### src/rtl/mem_stage_dual_pkg.sv
// Shared widths, load-type codes and bus field positions for the dual-lane MEM stage.
package mem_stage_dual_pkg;

  localparam int MS_TO_WS_BUS_WD = 133;
  localparam int ES_TO_MS_BUS_WD = 139;

  typedef enum logic [2:0] {
    LD_W  = 3'd0,
    LD_B  = 3'd1,
    LD_BU = 3'd2,
    LD_H  = 3'd3,
    LD_HU = 3'd4
  } ld_type_e;

  // EXE->MEM bus: {ld_en, ld_type, addr_lo, ws_base}
  localparam int ES_LD_EN_BIT   = 138;
  localparam int ES_LD_TYPE_HI  = 137;
  localparam int ES_LD_TYPE_LO  = 135;
  localparam int ES_ADDR_LO_HI  = 134;
  localparam int ES_ADDR_LO_LO  = 133;

  // Fields inside ws_base (the MEM->WB bus)
  localparam int WS_EX_BIT      = 122;
  localparam int WS_GR_WE_HI    = 72;
  localparam int WS_GR_WE_LO    = 69;
  localparam int WS_DEST_HI     = 68;
  localparam int WS_DEST_LO     = 64;
  localparam int WS_RES_HI      = 63;
  localparam int WS_RES_LO      = 32;

endpackage

### src/rtl/mem_stage_dual_ms_load_align.sv
// Load data alignment: picks the byte/halfword of the response word and extends it.
module ms_load_align
  import mem_stage_dual_pkg::*;
(
  input  logic [31:0] i_rdata,
  input  logic [2:0]  i_ld_type,
  input  logic [1:0]  i_addr_lo,
  output logic [31:0] o_result
);

  logic [31:0] w_shift;
  logic [7:0]  w_byte;
  logic [15:0] w_half;

  assign w_shift = i_rdata >> {i_addr_lo, 3'b000};
  assign w_byte  = w_shift[7:0];
  assign w_half  = i_addr_lo[1] ? i_rdata[31:16] : i_rdata[15:0];

  // Extension select by load type
  always_comb begin
    o_result = i_rdata;
    case (ld_type_e'(i_ld_type))
      LD_W:    o_result = i_rdata;
      LD_B:    o_result = {{24{w_byte[7]}}, w_byte};
      LD_BU:   o_result = {24'd0, w_byte};
      LD_H:    o_result = {{16{w_half[15]}}, w_half};
      LD_HU:   o_result = {16'd0, w_half};
      default: o_result = i_rdata;
    endcase
  end

endmodule

### src/rtl/mem_stage_dual.sv
// Dual-lane MEM stage: holds an EXE pair, merges the load response, hands lanes to WB in order.
// Optional MEM-level forwarding to ID is built when MS_FWD_EN is defined.
module mem_stage_dual
  import mem_stage_dual_pkg::*;
(
  input  logic                       clk,
  input  logic                       reset,
  output logic                       ms_allowin,
  input  logic                       es1_to_ms_valid,
  input  logic [ES_TO_MS_BUS_WD-1:0] es1_to_ms_bus,
  input  logic                       es2_to_ms_valid,
  input  logic [ES_TO_MS_BUS_WD-1:0] es2_to_ms_bus,
  input  logic                       data_sram_data_ok,
  input  logic [31:0]                data_sram_rdata,
  input  logic                       ms_flush,
  output logic                       ms1_to_ws_valid,
  output logic [MS_TO_WS_BUS_WD-1:0] ms1_to_ws_bus,
  output logic                       ms2_to_ws_valid,
  output logic [MS_TO_WS_BUS_WD-1:0] ms2_to_ws_bus,
  input  logic                       ws_allowin_1,
  input  logic                       ws_allowin_2,
  output logic [41:0]                ms1_reg,
  output logic [41:0]                ms2_reg
);

  logic                       r_valid1, r_valid2, r_sent1, r_sent2;
  logic [ES_TO_MS_BUS_WD-1:0] r_bus1, r_bus2;
  logic                       r_ld_pend, r_ld_buf_vld, r_discard;
  logic [31:0]                r_ld_buf;

  logic        w_is_ld1, w_is_ld2, w_data_ok, w_ready1, w_ready2;
  logic        w_xfer1, w_xfer2, w_capture, w_ld_lane2;
  logic [2:0]  w_ld_type;
  logic [1:0]  w_addr_lo;
  logic [31:0] w_ld_word, w_ld_result;

  // A load flagged with an exception never issued a request, so it is treated like an ALU op
  assign w_is_ld1  = r_bus1[ES_LD_EN_BIT] & ~r_bus1[WS_EX_BIT];
  assign w_is_ld2  = r_bus2[ES_LD_EN_BIT] & ~r_bus2[WS_EX_BIT];
  assign w_data_ok = data_sram_data_ok & r_ld_pend & ~r_discard;
  assign w_ready1  = ~w_is_ld1 | r_ld_buf_vld | w_data_ok;
  assign w_ready2  = ~w_is_ld2 | r_ld_buf_vld | w_data_ok;

  assign ms1_to_ws_valid = r_valid1 & ~r_sent1 & w_ready1 & ~ms_flush;
  assign w_xfer1         = ms1_to_ws_valid & ws_allowin_1;
  assign ms2_to_ws_valid = r_valid2 & ~r_sent2 & w_ready2 & ~ms_flush
                         & (r_sent1 | w_xfer1 | ~r_valid1);
  assign w_xfer2         = ms2_to_ws_valid & ws_allowin_2;

  assign ms_allowin = ~r_discard & (~r_valid1 | r_sent1 | w_xfer1)
                                 & (~r_valid2 | r_sent2 | w_xfer2);
  assign w_capture  = ms_allowin & ~ms_flush;

  assign w_ld_lane2 = ~r_bus1[ES_LD_EN_BIT];
  assign w_ld_type  = w_ld_lane2 ? r_bus2[ES_LD_TYPE_HI:ES_LD_TYPE_LO] : r_bus1[ES_LD_TYPE_HI:ES_LD_TYPE_LO];
  assign w_addr_lo  = w_ld_lane2 ? r_bus2[ES_ADDR_LO_HI:ES_ADDR_LO_LO] : r_bus1[ES_ADDR_LO_HI:ES_ADDR_LO_LO];
  assign w_ld_word  = r_ld_buf_vld ? r_ld_buf : data_sram_rdata;

  ms_load_align u_align (
    .i_rdata   (w_ld_word),
    .i_ld_type (w_ld_type),
    .i_addr_lo (w_addr_lo),
    .o_result  (w_ld_result)
  );

  assign ms1_to_ws_bus = w_is_ld1
    ? {r_bus1[MS_TO_WS_BUS_WD-1:WS_RES_HI+1], w_ld_result, r_bus1[WS_RES_LO-1:0]}
    : r_bus1[MS_TO_WS_BUS_WD-1:0];
  assign ms2_to_ws_bus = w_is_ld2
    ? {r_bus2[MS_TO_WS_BUS_WD-1:WS_RES_HI+1], w_ld_result, r_bus2[WS_RES_LO-1:0]}
    : r_bus2[MS_TO_WS_BUS_WD-1:0];

  // Pair state, load tracking and post-flush response discard
  always_ff @(posedge clk) begin
    if (reset) begin
      r_valid1     <= 1'b0;
      r_valid2     <= 1'b0;
      r_sent1      <= 1'b0;
      r_sent2      <= 1'b0;
      r_bus1       <= '0;
      r_bus2       <= '0;
      r_ld_pend    <= 1'b0;
      r_ld_buf_vld <= 1'b0;
      r_ld_buf     <= 32'd0;
      r_discard    <= 1'b0;
    end else begin
      if (w_xfer1) r_sent1 <= 1'b1;
      if (w_xfer2) r_sent2 <= 1'b1;
      if (w_data_ok) begin
        r_ld_pend    <= 1'b0;
        r_ld_buf_vld <= 1'b1;
        r_ld_buf     <= data_sram_rdata;
      end
      if (r_discard && data_sram_data_ok) r_discard <= 1'b0;
      if (ms_flush) begin
        r_valid1     <= 1'b0;
        r_valid2     <= 1'b0;
        r_ld_buf_vld <= 1'b0;
        r_ld_pend    <= 1'b0;
        if (r_ld_pend && !data_sram_data_ok) r_discard <= 1'b1;
      end else if (w_capture) begin
        r_valid1     <= es1_to_ms_valid;
        r_valid2     <= es2_to_ms_valid;
        r_bus1       <= es1_to_ms_bus;
        r_bus2       <= es2_to_ms_bus;
        r_sent1      <= 1'b0;
        r_sent2      <= 1'b0;
        r_ld_buf_vld <= 1'b0;
        r_ld_pend    <= (es1_to_ms_valid & es1_to_ms_bus[ES_LD_EN_BIT] & ~es1_to_ms_bus[WS_EX_BIT])
                      | (es2_to_ms_valid & es2_to_ms_bus[ES_LD_EN_BIT] & ~es2_to_ms_bus[WS_EX_BIT]);
      end
    end
  end

`ifdef MS_FWD_EN
  logic w_fwd_ok1, w_fwd_ok2;
  assign w_fwd_ok1 = ~(r_valid1 & w_is_ld1 & ~w_ready1);
  assign w_fwd_ok2 = ~(r_valid2 & w_is_ld2 & ~w_ready2);
  assign ms1_reg = {w_fwd_ok1,
                    (r_valid1 & ~r_sent1) ? r_bus1[WS_GR_WE_HI:WS_GR_WE_LO] : 4'd0,
                    r_bus1[WS_DEST_HI:WS_DEST_LO], ms1_to_ws_bus[WS_RES_HI:WS_RES_LO]};
  assign ms2_reg = {w_fwd_ok2,
                    (r_valid2 & ~r_sent2) ? r_bus2[WS_GR_WE_HI:WS_GR_WE_LO] : 4'd0,
                    r_bus2[WS_DEST_HI:WS_DEST_LO], ms2_to_ws_bus[WS_RES_HI:WS_RES_LO]};
`else
  assign ms1_reg = 42'd0;
  assign ms2_reg = 42'd0;
`endif

endmodule

### config.mk
export PLATFORM = sky130hd
export DESIGN_NAME = mem_stage_dual
export DESIGN_NICKNAME = d
export VERILOG_FILES = /design/src/rtl/mem_stage_dual_pkg.sv /design/src/rtl/mem_stage_dual_ms_load_align.sv /design/src/rtl/mem_stage_dual.sv
export SDC_FILE = /design/constraint.sdc
export NUM_CORES = 1
export LEC_CHECK = 0
export ABC_AREA = 1
export CORE_AREA = 4 4 259 261
export DETAILED_ROUTE_END_ITERATION = 8
export DIE_AREA = 0 0 263 265
export GPL_TIMING_DRIVEN = 1
export SYNTH_ARGS = -nofsm -noshare
export SYNTH_HDL_FRONTEND = slang
export SYNTH_HIERARCHICAL = 1
export SYNTH_SLANG_ARGS = --single-unit
export TNS_END_PERCENT = 30
### constraint.sdc
create_clock -name clk -period 2.2 [get_ports clk]
set_input_delay 0.33 -clock clk [delete_from_list [all_inputs] [get_ports clk]]
set_output_delay 0.33 -clock clk [all_outputs]
set_load 0.01 [all_outputs]
==> results.tsv <==
metric	value	unit
status	complete, but fails checks	
failed_checks	setup timing	
worstPathArrival	2.43	ns
setup_violations	350	
grt.overflow.total	0	
drc	0	
cts_hold_buffers	0	
finalPower	20200	uW
viasPerCell	4.27	
gp_congestion	0.889	
hp-class	input pin to flip-flop	
clockBufferDepth	3	
cap_viol_max_count	0	
rsz0062_at_grt	true	
synth_top_area_cell	dfxtp_1	
p_int	13700	uW
fp-row-count	93	
wl_met2	39.0	mm
syn_inst	3354	
fin_crit_sh	125	%
post-route-min-period	2.76	ns
wirelength	78.1	mm
cp_max_fo	8	
syn_avg_cell_area	6.05	um^2
cp_common_cell	buf_6	
crit_chain	buf_6, buf_4, o21ai_2, buf_6, inv_6, nand2_2, nand3b_4, buf_8, nand3_1, inv_1, o21ai_1, buf_2	
multi_input_area	8210	um^2
dr.pass1.iters	5	
synth_seq_cells	317	
worstMarginPinSlew	0.756	ns
finalMaxSlewViolations	0	
power.share.clock	34.1	%
synth_edf_count	0	
setup_tns	-91.15	ns
cts_tree	built	
fill_cells	6593	
synthTopCellsByArea	dfxtp_1 31%, inv_1 16%, nand2_1 14%, buf_4 11%, nand4_1 8.6%	
grt_max_degree	99	
ys_warn_count	6	
cp-end-kind	primary output	
dpl_cell_area	26300	um^2
p_leak	0.0161	uW
yosysSeqAreaShare	31.3	%
swShare	32.1	%
grt_antenna_before_repair	22	
grt_first_pass_wirelength	107	mm
top_layer	met5	
critPathMaxStageDelay	0.39	ns
track_usage	19.4	%
cts-buffers-inserted	41	
clkLatencyLatePin	0.57	ns
hold_viol	0	
seq_area	6350	um^2
wl_met1	31.2	mm
cts_max_level	2	
met3_wirelength	4.77	mm
async_reset_ff_share	0	%
antenna_left	0	
port-buffer-count	586	
setup_ws	-0.557	ns
cellPowerDensity	677	nW/um^2
pwr-share-comb	33.5	%
path_clk_slew	0.06	ns
fin_skew	0.0200	ns
nNetsFinal	4182	
pwr-share-seq	32.4	%
place.detailed.hpwl	53.0	mm
power.switching	6490	uW
synth-main-ff-cell	dfxtp_1	
crit_type	flip-flop to primary output	
chipHeight	265	um
yosysMostFrequentCell	inv_1	
route.vias.total	20300	
design_area	29900	um^2
crit_required	1.87	ns
ios	671	
cp_slowest_cell	dfxtp_4	
synth_top_area_share	31.3	%
netlist_top_cells_count	874 x inv_1, 783 x nand2_1, 317 x dfxtp_1	
wl_per_cell	16.4	um
initialDrtViolationCount	1307	
core	64500	um^2
cts_sinks	317	
start_util	31.5	%
synth_area	20300	um^2
layout-drive-gt1-share	17.8	%
root_buffer	clkbuf_16	
synth.distinct_cells	28	
peakVddDrop	0.000519	V
timing.fmax	0.363	GHz
area_growth	47.2	%
grt_pass1_vias	18300	
die_area	69700	um^2
max-slew-margin-rel	49.6	%
critPathLaunchType	flip-flop	
die_x	263	um
final timing paths:
check | endpoint | slack [ns] | from | cells after the start
max | ms1_to_ws_bus[44] | -0.56 | r_bus1[138]$_SDFFE_PP0P_ | 12
min reg2reg | r_sent2$_SDFF_PP0_ | 0.44 | r_sent2$_SDFF_PP0_ | 2
max reg2reg | r_bus1[63]$_SDFFE_PP0P_ | -0.27 | r_bus1[138]$_SDFFE_PP0P_ | 19
min | r_ld_buf[13]$_SDFFE_PP0N_ | 0.33 | data_sram_rdata[13] | 3
power groups by stage:
stage | combinational, uW | clock (uW) | sequential [uW]
2_1_floorplan | 3470 | 0 | 6590
3_3_place_gp | 5710 | 0 | 6640
3_5_place_dp | 5720 | 0 | 6660
4_1_cts | 5900 | 7090 | 6540
5_1_grt | 7400 | 7300 | 6610
6_report | 6780 | 6890 | 6550
layer usage:
layer / GRT usage [%] / vias up
li1: - / 10500
met1: 22.5 / 9023
met2: 34.0 / 575
met3: 4.92 / 163
met4: 8.32 / 20
met5: 0 / -
logic make-up after synthesis:
logic type	after synthesis	share of synthesized area, %
other	1	0.0185
flip-flops	317	31.3
AO/OA/AOI/OAI	178	4.40
buffers and inverters	1429	33.6
AND/OR/NAND/NOR	1429	30.8
final cells by class:
cell class,count,share of cell area [%]
Inverter,943,11.9
Clock buffer,61,4.09
Clock inverter,8,0.410
Antenna cell,12,0.100
Multi-Input combinational cell,1691,27.5
Sequential cell,317,21.3
Tap cell,855,3.58
Timing Repair Buffer,870,31.1
flip-flops by register name, summed over array words and instances (netlist names):
name,flops
r_valid1,1
r_bus2,139
r_ld_pend,1
r_discard,1
r_ld_buf,32
r_bus1,139
r_sent1,1
r_sent2,1
r_ld_buf_vld,1
r_valid2,1
layout by cell type (no fill, tap or decap), types with 44 or more instances in the layout:
cell type        synthesis  final
inv_1                  874    833
nand2_1                783    704
clkdlybuf4s50_1          0    519
dfxtp_1                317    315
nand4_1                278    278
nor2_1                 292    272
buf_4                  308    166
inv_2                   69    103
conb_1                   1     84
o21ai_0                141     79
clkbuf_16                0     79
nand2_2                  3     57
buf_6                   28     44
buf_2                   50     44
worst max-delay path: cells and delay by family, from the launching register on:
kind | cells | cell delay (ns)
AND/OR/NAND/NOR | 3 | 0.32
buffers and inverters | 7 | 0.87
flip-flops | 1 | 0.39
AO/OA/AOI/OAI | 2 | 0.29
what timing repair did:
action | 4_1_cts | 5_1_grt
pin swaps | 23 | 94
buffers inserted | 11 | 19
cloned | 3 | 42
resized for setup | 451 | 241
hold endpoints to repair | 0 | 0
setup endpoints to repair | 349 | 344
stage by stage:
step | utilization [%] | setup slack (ns) | instances | hold slack, ns
6_report | 46.4 | -0.557 | 4757 | 0.333
5_1_grt | 46.4 | -0.720 | 4756 | 0.337
4_1_cts | 43.3 | -0.570 | 4684 | 0.296
3_5_place_dp | 40.9 | -0.868 | 4601 | 0.437
3_3_place_gp | 40.9 | -0.828 | 4601 | 0.435
2_1_floorplan | - | -0.0735 | 3437 | 0.423
No activity file was read; power rests on OpenSTA's default activity.
